File: src/rtl/pe_hist_tile_sequencer.sv
// Batches lane bit vectors and signs, reduces each batch into signed per-position counts,
// and accumulates them into a tile result. Define PE_HIST_SAT_EN for saturating accumulation.
module pe_hist_tile_sequencer #(
    parameter int unsigned LANES   = 16,
    parameter int unsigned POS     = 16,
    parameter int unsigned BATCHES = 4,
    parameter int unsigned ACC_W   = 8
) (
    input  logic                                 clk,
    input  logic                                 rst_n,
    input  logic                                 in_valid,
    output logic                                 in_ready,
    input  logic [POS-1:0]                       in_vec,
    input  logic                                 in_sign,
    input  logic                                 in_last,
    output logic                                 out_valid,
    input  logic                                 out_ready,
    output logic [POS*ACC_W-1:0]                 out_hist,
    output logic [$clog2(LANES*BATCHES+1)-1:0]   out_count
);

    localparam int unsigned CW = $clog2(LANES * BATCHES + 1);
    localparam int unsigned LW = (LANES > 1) ? $clog2(LANES) : 1;
    localparam int unsigned BW = (BATCHES > 1) ? $clog2(BATCHES) : 1;
    localparam int unsigned DW = $clog2(LANES + 1) + 1;
    localparam int unsigned SW = ACC_W + DW;

    localparam logic signed [DW-1:0] DOne = DW'(1);

    typedef enum logic [1:0] {StFill, StReduce, StOut} state_e;

    state_e                  state_q, state_d;
    logic [POS-1:0]          vec_q [LANES];
    logic [LANES-1:0]        sign_q;
    logic [LANES-1:0]        mask_q;
    logic [LW-1:0]           lane_cnt_q;
    logic [BW-1:0]           batch_cnt_q;
    logic                    last_q;
    logic signed [ACC_W-1:0] acc_q [POS];
    logic signed [ACC_W-1:0] acc_d [POS];
    logic [CW-1:0]           cnt_q;
    logic [CW-1:0]           pop;
    logic                    accept;
    logic                    batch_close;

    assign accept      = in_valid && in_ready;
    assign batch_close = accept && ((lane_cnt_q == LW'(LANES - 1)) || in_last);

    always_comb begin
        state_d   = state_q;
        in_ready  = 1'b0;
        out_valid = 1'b0;
        unique case (state_q)
            StFill: begin
                in_ready = 1'b1;
                if (batch_close) begin
                    state_d = StReduce;
                end
            end
            StReduce: begin
                if (last_q || (batch_cnt_q == BW'(BATCHES - 1))) begin
                    state_d = StOut;
                end else begin
                    state_d = StFill;
                end
            end
            StOut: begin
                out_valid = 1'b1;
                if (out_ready) begin
                    state_d = StFill;
                end
            end
            default: state_d = StFill;
        endcase
    end

    // Per-position batch reduction and accumulate, widened so the clamp sees the true sum.
    always_comb begin
        logic signed [DW-1:0] delta;
        logic signed [SW-1:0] sum;
        pop = '0;
        for (int l = 0; l < LANES; l++) begin
            pop = pop + CW'(mask_q[l]);
        end
        for (int p = 0; p < POS; p++) begin
            delta = '0;
            for (int l = 0; l < LANES; l++) begin
                if (mask_q[l] && vec_q[l][p]) begin
                    delta = sign_q[l] ? (delta - DOne) : (delta + DOne);
                end
            end
            sum = SW'(acc_q[p]) + SW'(delta);
`ifdef PE_HIST_SAT_EN
            if (sum > SW'((2 ** (ACC_W - 1)) - 1)) begin
                acc_d[p] = ACC_W'((2 ** (ACC_W - 1)) - 1);
            end else if (sum < SW'(-(2 ** (ACC_W - 1)))) begin
                acc_d[p] = ACC_W'(-(2 ** (ACC_W - 1)));
            end else begin
                acc_d[p] = ACC_W'(sum);
            end
`else
            acc_d[p] = ACC_W'(sum);
`endif
        end
    end

    always_comb begin
        out_hist = '0;
        for (int p = 0; p < POS; p++) begin
            out_hist[p*ACC_W +: ACC_W] = acc_q[p];
        end
        out_count = cnt_q;
    end

    // Lane payload needs no reset: the mask decides which slots count.
    always_ff @(posedge clk) begin
        if (accept) begin
            vec_q[lane_cnt_q]  <= in_vec;
            sign_q[lane_cnt_q] <= in_sign;
        end
    end

    always_ff @(posedge clk) begin
        if (!rst_n) begin
            state_q     <= StFill;
            mask_q      <= '0;
            lane_cnt_q  <= '0;
            batch_cnt_q <= '0;
            last_q      <= 1'b0;
            cnt_q       <= '0;
            for (int p = 0; p < POS; p++) begin
                acc_q[p] <= '0;
            end
        end else begin
            state_q <= state_d;
            unique case (state_q)
                StFill: begin
                    if (accept) begin
                        mask_q[lane_cnt_q] <= 1'b1;
                        lane_cnt_q         <= lane_cnt_q + LW'(1);
                        if (in_last) begin
                            last_q <= 1'b1;
                        end
                    end
                end
                StReduce: begin
                    for (int p = 0; p < POS; p++) begin
                        acc_q[p] <= acc_d[p];
                    end
                    cnt_q       <= cnt_q + pop;
                    mask_q      <= '0;
                    lane_cnt_q  <= '0;
                    batch_cnt_q <= batch_cnt_q + BW'(1);
                end
                StOut: begin
                    if (out_ready) begin
                        for (int p = 0; p < POS; p++) begin
                            acc_q[p] <= '0;
                        end
                        cnt_q       <= '0;
                        batch_cnt_q <= '0;
                        last_q      <= 1'b0;
                    end
                end
                default: ;
            endcase
        end
    end

endmodule

File: config.mk
export PLATFORM = sky130hd
export DESIGN_NAME = pe_hist_tile_sequencer
export DESIGN_NICKNAME = d
export VERILOG_FILES = /design/src/rtl/pe_hist_tile_sequencer.sv
export SDC_FILE = /design/constraint.sdc
export NUM_CORES = 2
export LEC_CHECK = 0
export CAP_MARGIN = 20
export CORE_MARGIN = 3
export CORE_UTILIZATION = 50
export CTS_BUF_LIST = sky130_fd_sc_hd__clkbuf_4 sky130_fd_sc_hd__clkbuf_8
export DETAILED_ROUTE_END_ITERATION = 7
export PLACE_DENSITY = 0.66
export SLEW_MARGIN = 5
export SYNTH_ARGS = -nofsm -noshare
export SYNTH_HDL_FRONTEND = slang
export SYNTH_SLANG_ARGS = --single-unit
File: constraint.sdc
create_clock -name clk -period 25.3 [get_ports clk]
set_input_delay 6.325 -clock clk [delete_from_list [all_inputs] [get_ports clk]]
set_output_delay 6.325 -clock clk [all_outputs]
set_load 0.05 [all_outputs]
==> impl_summary.md <==
STA
Derived from the worst setup path, the maximum achievable clock frequency is 61.95 MHz. The final period demand of the worst path is 16.14 ns. On the final layout, the worst clock skew is 0.06235 ns. The slew at the pin with the worst max-slew slack is 1.122 ns. The final-layout setup total negative slack is 0 ns. The number of hold violations in the final report is 0. The headroom to the max-slew limit is 24.94%. The number of failing setup endpoints in the final timing report is 0. Setup repair after global routing left no endpoint under its margin. The number of pins exceeding their max-slew limit in the final report came to 0. In the finished design, the share of the clock period the worst path needs comes to 63.80%.

Drt
The iteration-0 DRC count of the detailed router is 4129. The routed wire length per instance is 17.98 um. Dividing the detail-routed via count by the number of cells gives 5.746. After detailed routing, the number of remaining DRC violations is 0. Summing over every cut layer, the via total after detailed routing is 61360. The detailed-router iteration count before antenna repair is 5. Once detail routing completed, the nets flagged for antenna violations numbered 0.

The final layout contains routed wiring with a total length of 192000 um.

Worst setup path
The kind of cell with the highest combined delay on the critical path is adder cells. The type of element capturing the critical path is a flop. Of all nets on the critical path, the largest fanout is 21. The type of element launching the critical path is a flop. The critical path buffer and inverter count is 6. The critical-path cell with the highest stage delay is sky130_fd_sc_hd__xnor3_1. In this design, the stage delay of the slowest critical-path cell is 0.51 ns. By instance count, the cell type seen most on the critical path is sky130_fd_sc_hd__ha_1. The worst endpoint data arrival time is 16.67 ns.

The required arrival time at the worst endpoint is 25.83 ns. The type of the worst setup path is flop to flop.

Clock tree
After clock tree synthesis, the clock-pin slew on the worst setup and hold paths is 0.06 ns. The clock tree synthesis step divided the H-tree into 3 levels. Gates resized during post-CTS repair numbered 0.

The total clock buffers created by CTS is 98. In this run the post-CTS setup repair buffer count came out at 0. The hold buffer count at cts is 0. TritonCTS built the clock tree. The number of buffers between clock root and the deepest sink is 3. The library cell used as clock root buffer is sky130_fd_sc_hd__clkbuf_8.

The clock net in this run drives a total of 432 sinks. The later pin in the worst-skew pair is clocked with a latency of 0.80 ns.

Placed design
At the end of routability-driven placement, the weighted congestion stood at 0.8764. Detailed placement finished with a half-perimeter wire length of 150200 um. The number of input and output port buffers inserted is 158.

Global routing
Global routing consumed, over all layers together, 23.82% of the routing resources. The total global routing overflow is 0. The initial antenna violation count came to 2. The first global-routing pass estimated 313900 um of wire. The number of global-route vias before repair is 60210. Entering global routing, the biggest net connects 96 pins.

Floorplanning
The area of the core region is 0.1524 mm^2. The chip height is 398.5 um. Once the floorplan was initialized, standard cells occupied 50.54% of the core. Row generation in the floorplan step produced 143 rows. The full die area is 0.1588 mm^2. 159 I/O pins were placed.

The horizontal die dimension is 398.5 um.

Synth
The post-synthesis area per instance is 9.137 um^2. In the synthesized netlist the dominant register cell turns out to be sky130_fd_sc_hd__edfxtp_1. The proportion of synthesized chip area in sequential cells is 15.59%.

The synthesized flop and latch total is 432. The count of synthesis-stage warnings from yosys is 0. Synthesis produced a netlist with a net count of 9830. In the synthesized netlist the async set-or-reset flop fraction comes to 0%.

After synthesis the cells add up to 0.07704 mm^2. Synthesis produced 8432 cells. The number of enable-type register cells in the synthesized netlist is 336. Counting distinct cell types in the post-synthesis netlist gives 102.

Hold path
The worst hold path belongs to the class flop to flop.

Power
Summed over all cells, the static leakage comes to 41.29 nW. The worst supply voltage drop on vdd is 35.38 uV. The total power per unit cell area is 32.69 mW/mm^2.

Finish
At the end of the flow, the number of nets in the layout was 9970. The library cell used most frequently in the layout, excluding fill and tap cells, is sky130_fd_sc_hd__ha_1. Leaving out fill and tap cells, the most frequent cells in the layout are 1071 x sky130_fd_sc_hd__ha_1, 922 x sky130_fd_sc_hd__xnor2_1, 781 x sky130_fd_sc_hd__nand2_1, 714 x sky130_fd_sc_hd__a21oi_1, 534 x sky130_fd_sc_hd__nor2_1. The filler cells instantiated in the layout total 13780. The area of the multi-input gates is 0.06242 mm^2. The area taken by flip-flops and latches is 0.01201 mm^2. Cells with a size suffix above 1 make up 10.17% of the layout. The relative area change from synthesis to final layout is 7.476%. Once layout is complete, the utilization of the core stands at 54.32%.

Run
The tool flagged a number of max-cap violations equal to 0.

Run status
The flow ran to the end, and the final reports show no timing, DRC or antenna violations.
## flip-flops by register name, summed over array words and instances, names as in the netlist
| name | flops |
|---|---|
| acc_q | 128 |
| batch_cnt_q | 2 |
| lane_cnt_q | 4 |
| last_q | 1 |
| mask_q | 16 |
| out_count | 7 |
| sign_q | 16 |
| state_q | 2 |
| vec_q | 256 |
## kinds of logic (layout without fill, tap and decap cells)
group                    count (synthesis)  after routing  share of synthesized area (%)
AO/OA/AOI/OAI                         2022           2022                          16.80
adder cells (fa/ha/maj)               1376           1376                          25.32
buffers and inverters                  605            819                          3.469
other                                    0              3                              0
multiplexers                           567            567                          8.616
AND/OR/NAND/NOR                       2064           2064                          12.32
flip-flops                             432            432                          15.59
XOR/XNOR                              1366           1366                          17.89
## cell type report
cell class / count / share of cell area (%)
diodes: 3 / 0.009067
clock buffers: 146 / 2.193
clock inverters: 28 / 0.2735
inverters: 404 / 1.834
multi-input cells: 7395 / 75.39
flip-flops and latches: 432 / 14.51
well taps: 2030 / 3.068
repair buffers: 241 / 2.726
## per-layer routing
layer | track usage [%] | wire length [um] | share of wire [%] | up-vias
met5 | 0 | 0 | 0 | -
met4 | 4.739 | 2849 | 1.5 | 0
met3 | 3.337 | 9993 | 5.2 | 195
met2 | 37.07 | 82850 | 43 | 1263
met1 | 35.11 | 96300 | 50 | 29330
li1 | - | - | - | 30570
## power breakdown
group	internal, mW	switching (mW)
registers	0.779	0.0105
clock network	0.480	0.395
logic	0.477	0.565
## synth_stat cells (15+ instances only)
master	count	area share, %
sky130_fd_sc_hd__ha_1	1071	17
sky130_fd_sc_hd__xnor2_1	922	10
sky130_fd_sc_hd__nand2_1	784	3.8
sky130_fd_sc_hd__a21oi_1	714	4.6
sky130_fd_sc_hd__nor2_1	545	2.7
sky130_fd_sc_hd__a21o_1	491	4.8
sky130_fd_sc_hd__inv_1	391	1.9
sky130_fd_sc_hd__mux2_2	373	5.5
sky130_fd_sc_hd__edfxtp_1	336	13
sky130_fd_sc_hd__xor2_1	309	3.5
sky130_fd_sc_hd__fa_1	305	7.9
sky130_fd_sc_hd__o21ai_0	239	1.6
sky130_fd_sc_hd__nand3_1	155	1.0
sky130_fd_sc_hd__and2_1	137	1.1
sky130_fd_sc_hd__clkbuf_1	129	0.63
sky130_fd_sc_hd__xnor3_1	112	3.3
sky130_fd_sc_hd__a31oi_1	105	0.85
sky130_fd_sc_hd__mux2_4	99	1.9
sky130_fd_sc_hd__dfxtp_1	96	2.5
sky130_fd_sc_hd__mux2i_1	95	1.2
sky130_fd_sc_hd__and3_1	65	0.53
sky130_fd_sc_hd__nor3_1	62	0.40
sky130_fd_sc_hd__o21a_1	56	0.55
sky130_fd_sc_hd__o21bai_1	53	0.52
sky130_fd_sc_hd__or3_1	47	0.38
sky130_fd_sc_hd__nand4_1	45	0.37
sky130_fd_sc_hd__a211oi_1	38	0.37
sky130_fd_sc_hd__o211ai_1	36	0.35
sky130_fd_sc_hd__nor2b_1	35	0.28
sky130_fd_sc_hd__o21ai_1	34	0.22
sky130_fd_sc_hd__nand2b_1	32	0.26
sky130_fd_sc_hd__a2111oi_0	31	0.35
sky130_fd_sc_hd__clkbuf_8	26	0.46
sky130_fd_sc_hd__a211o_1	25	0.28
sky130_fd_sc_hd__a31o_2	25	0.28
sky130_fd_sc_hd__nand4b_1	23	0.26
sky130_fd_sc_hd__nand2_2	21	0.17
sky130_fd_sc_hd__nor4_1	21	0.17
sky130_fd_sc_hd__buf_1	18	0.088
sky130_fd_sc_hd__or2_2	18	0.15
sky130_fd_sc_hd__and2_0	17	0.14
sky130_fd_sc_hd__o31ai_1	16	0.16
sky130_fd_sc_hd__a21bo_2	15	0.19
sky130_fd_sc_hd__o31a_1	15	0.17
## worst reg2reg max path, delay by kind of cell, from the launching register on
family / cells / cell delay [ns]
xor+xnor: 16 / 2.92
fa+ha+maj: 17 / 5.91
mux: 4 / 1.22
compound gates: 15 / 2.95
buf+inv: 6 / 1.46
flops: 1 / 0.31
simple gates: 12 / 1.15
## per-stage QoR
step                      worst slack (ns)  cell area (um^2)  hold slack [ns]  std cells  total power, mW
final                                9.158             82800           0.4720      10680            2.707
after global routing                 7.906             82800           0.5036      10680            2.881
after CTS                            9.276             82760           0.4733      10670            2.726
after detailed placement             9.207             80710           0.4549      10500            1.830
after global placement               9.670             80710           0.4517      10500            1.790
after floorplan                      9.312             77040           0.4316       8432            1.618
## path summary, 6_finish.rpt
kind                       end  cells past startpoint          from  slack [ns]
hold reg to reg   acc_q[1][60]                      2  acc_q[1][60]        0.47
hold / removal    acc_q[1][60]                      2  acc_q[1][60]        0.47
setup reg to reg  acc_q[0][39]                     70     sign_q[1]        9.16
setup / recovery  acc_q[0][39]                     70     sign_q[1]        9.16
No activity file was read; power rests on OpenSTA's default activity.
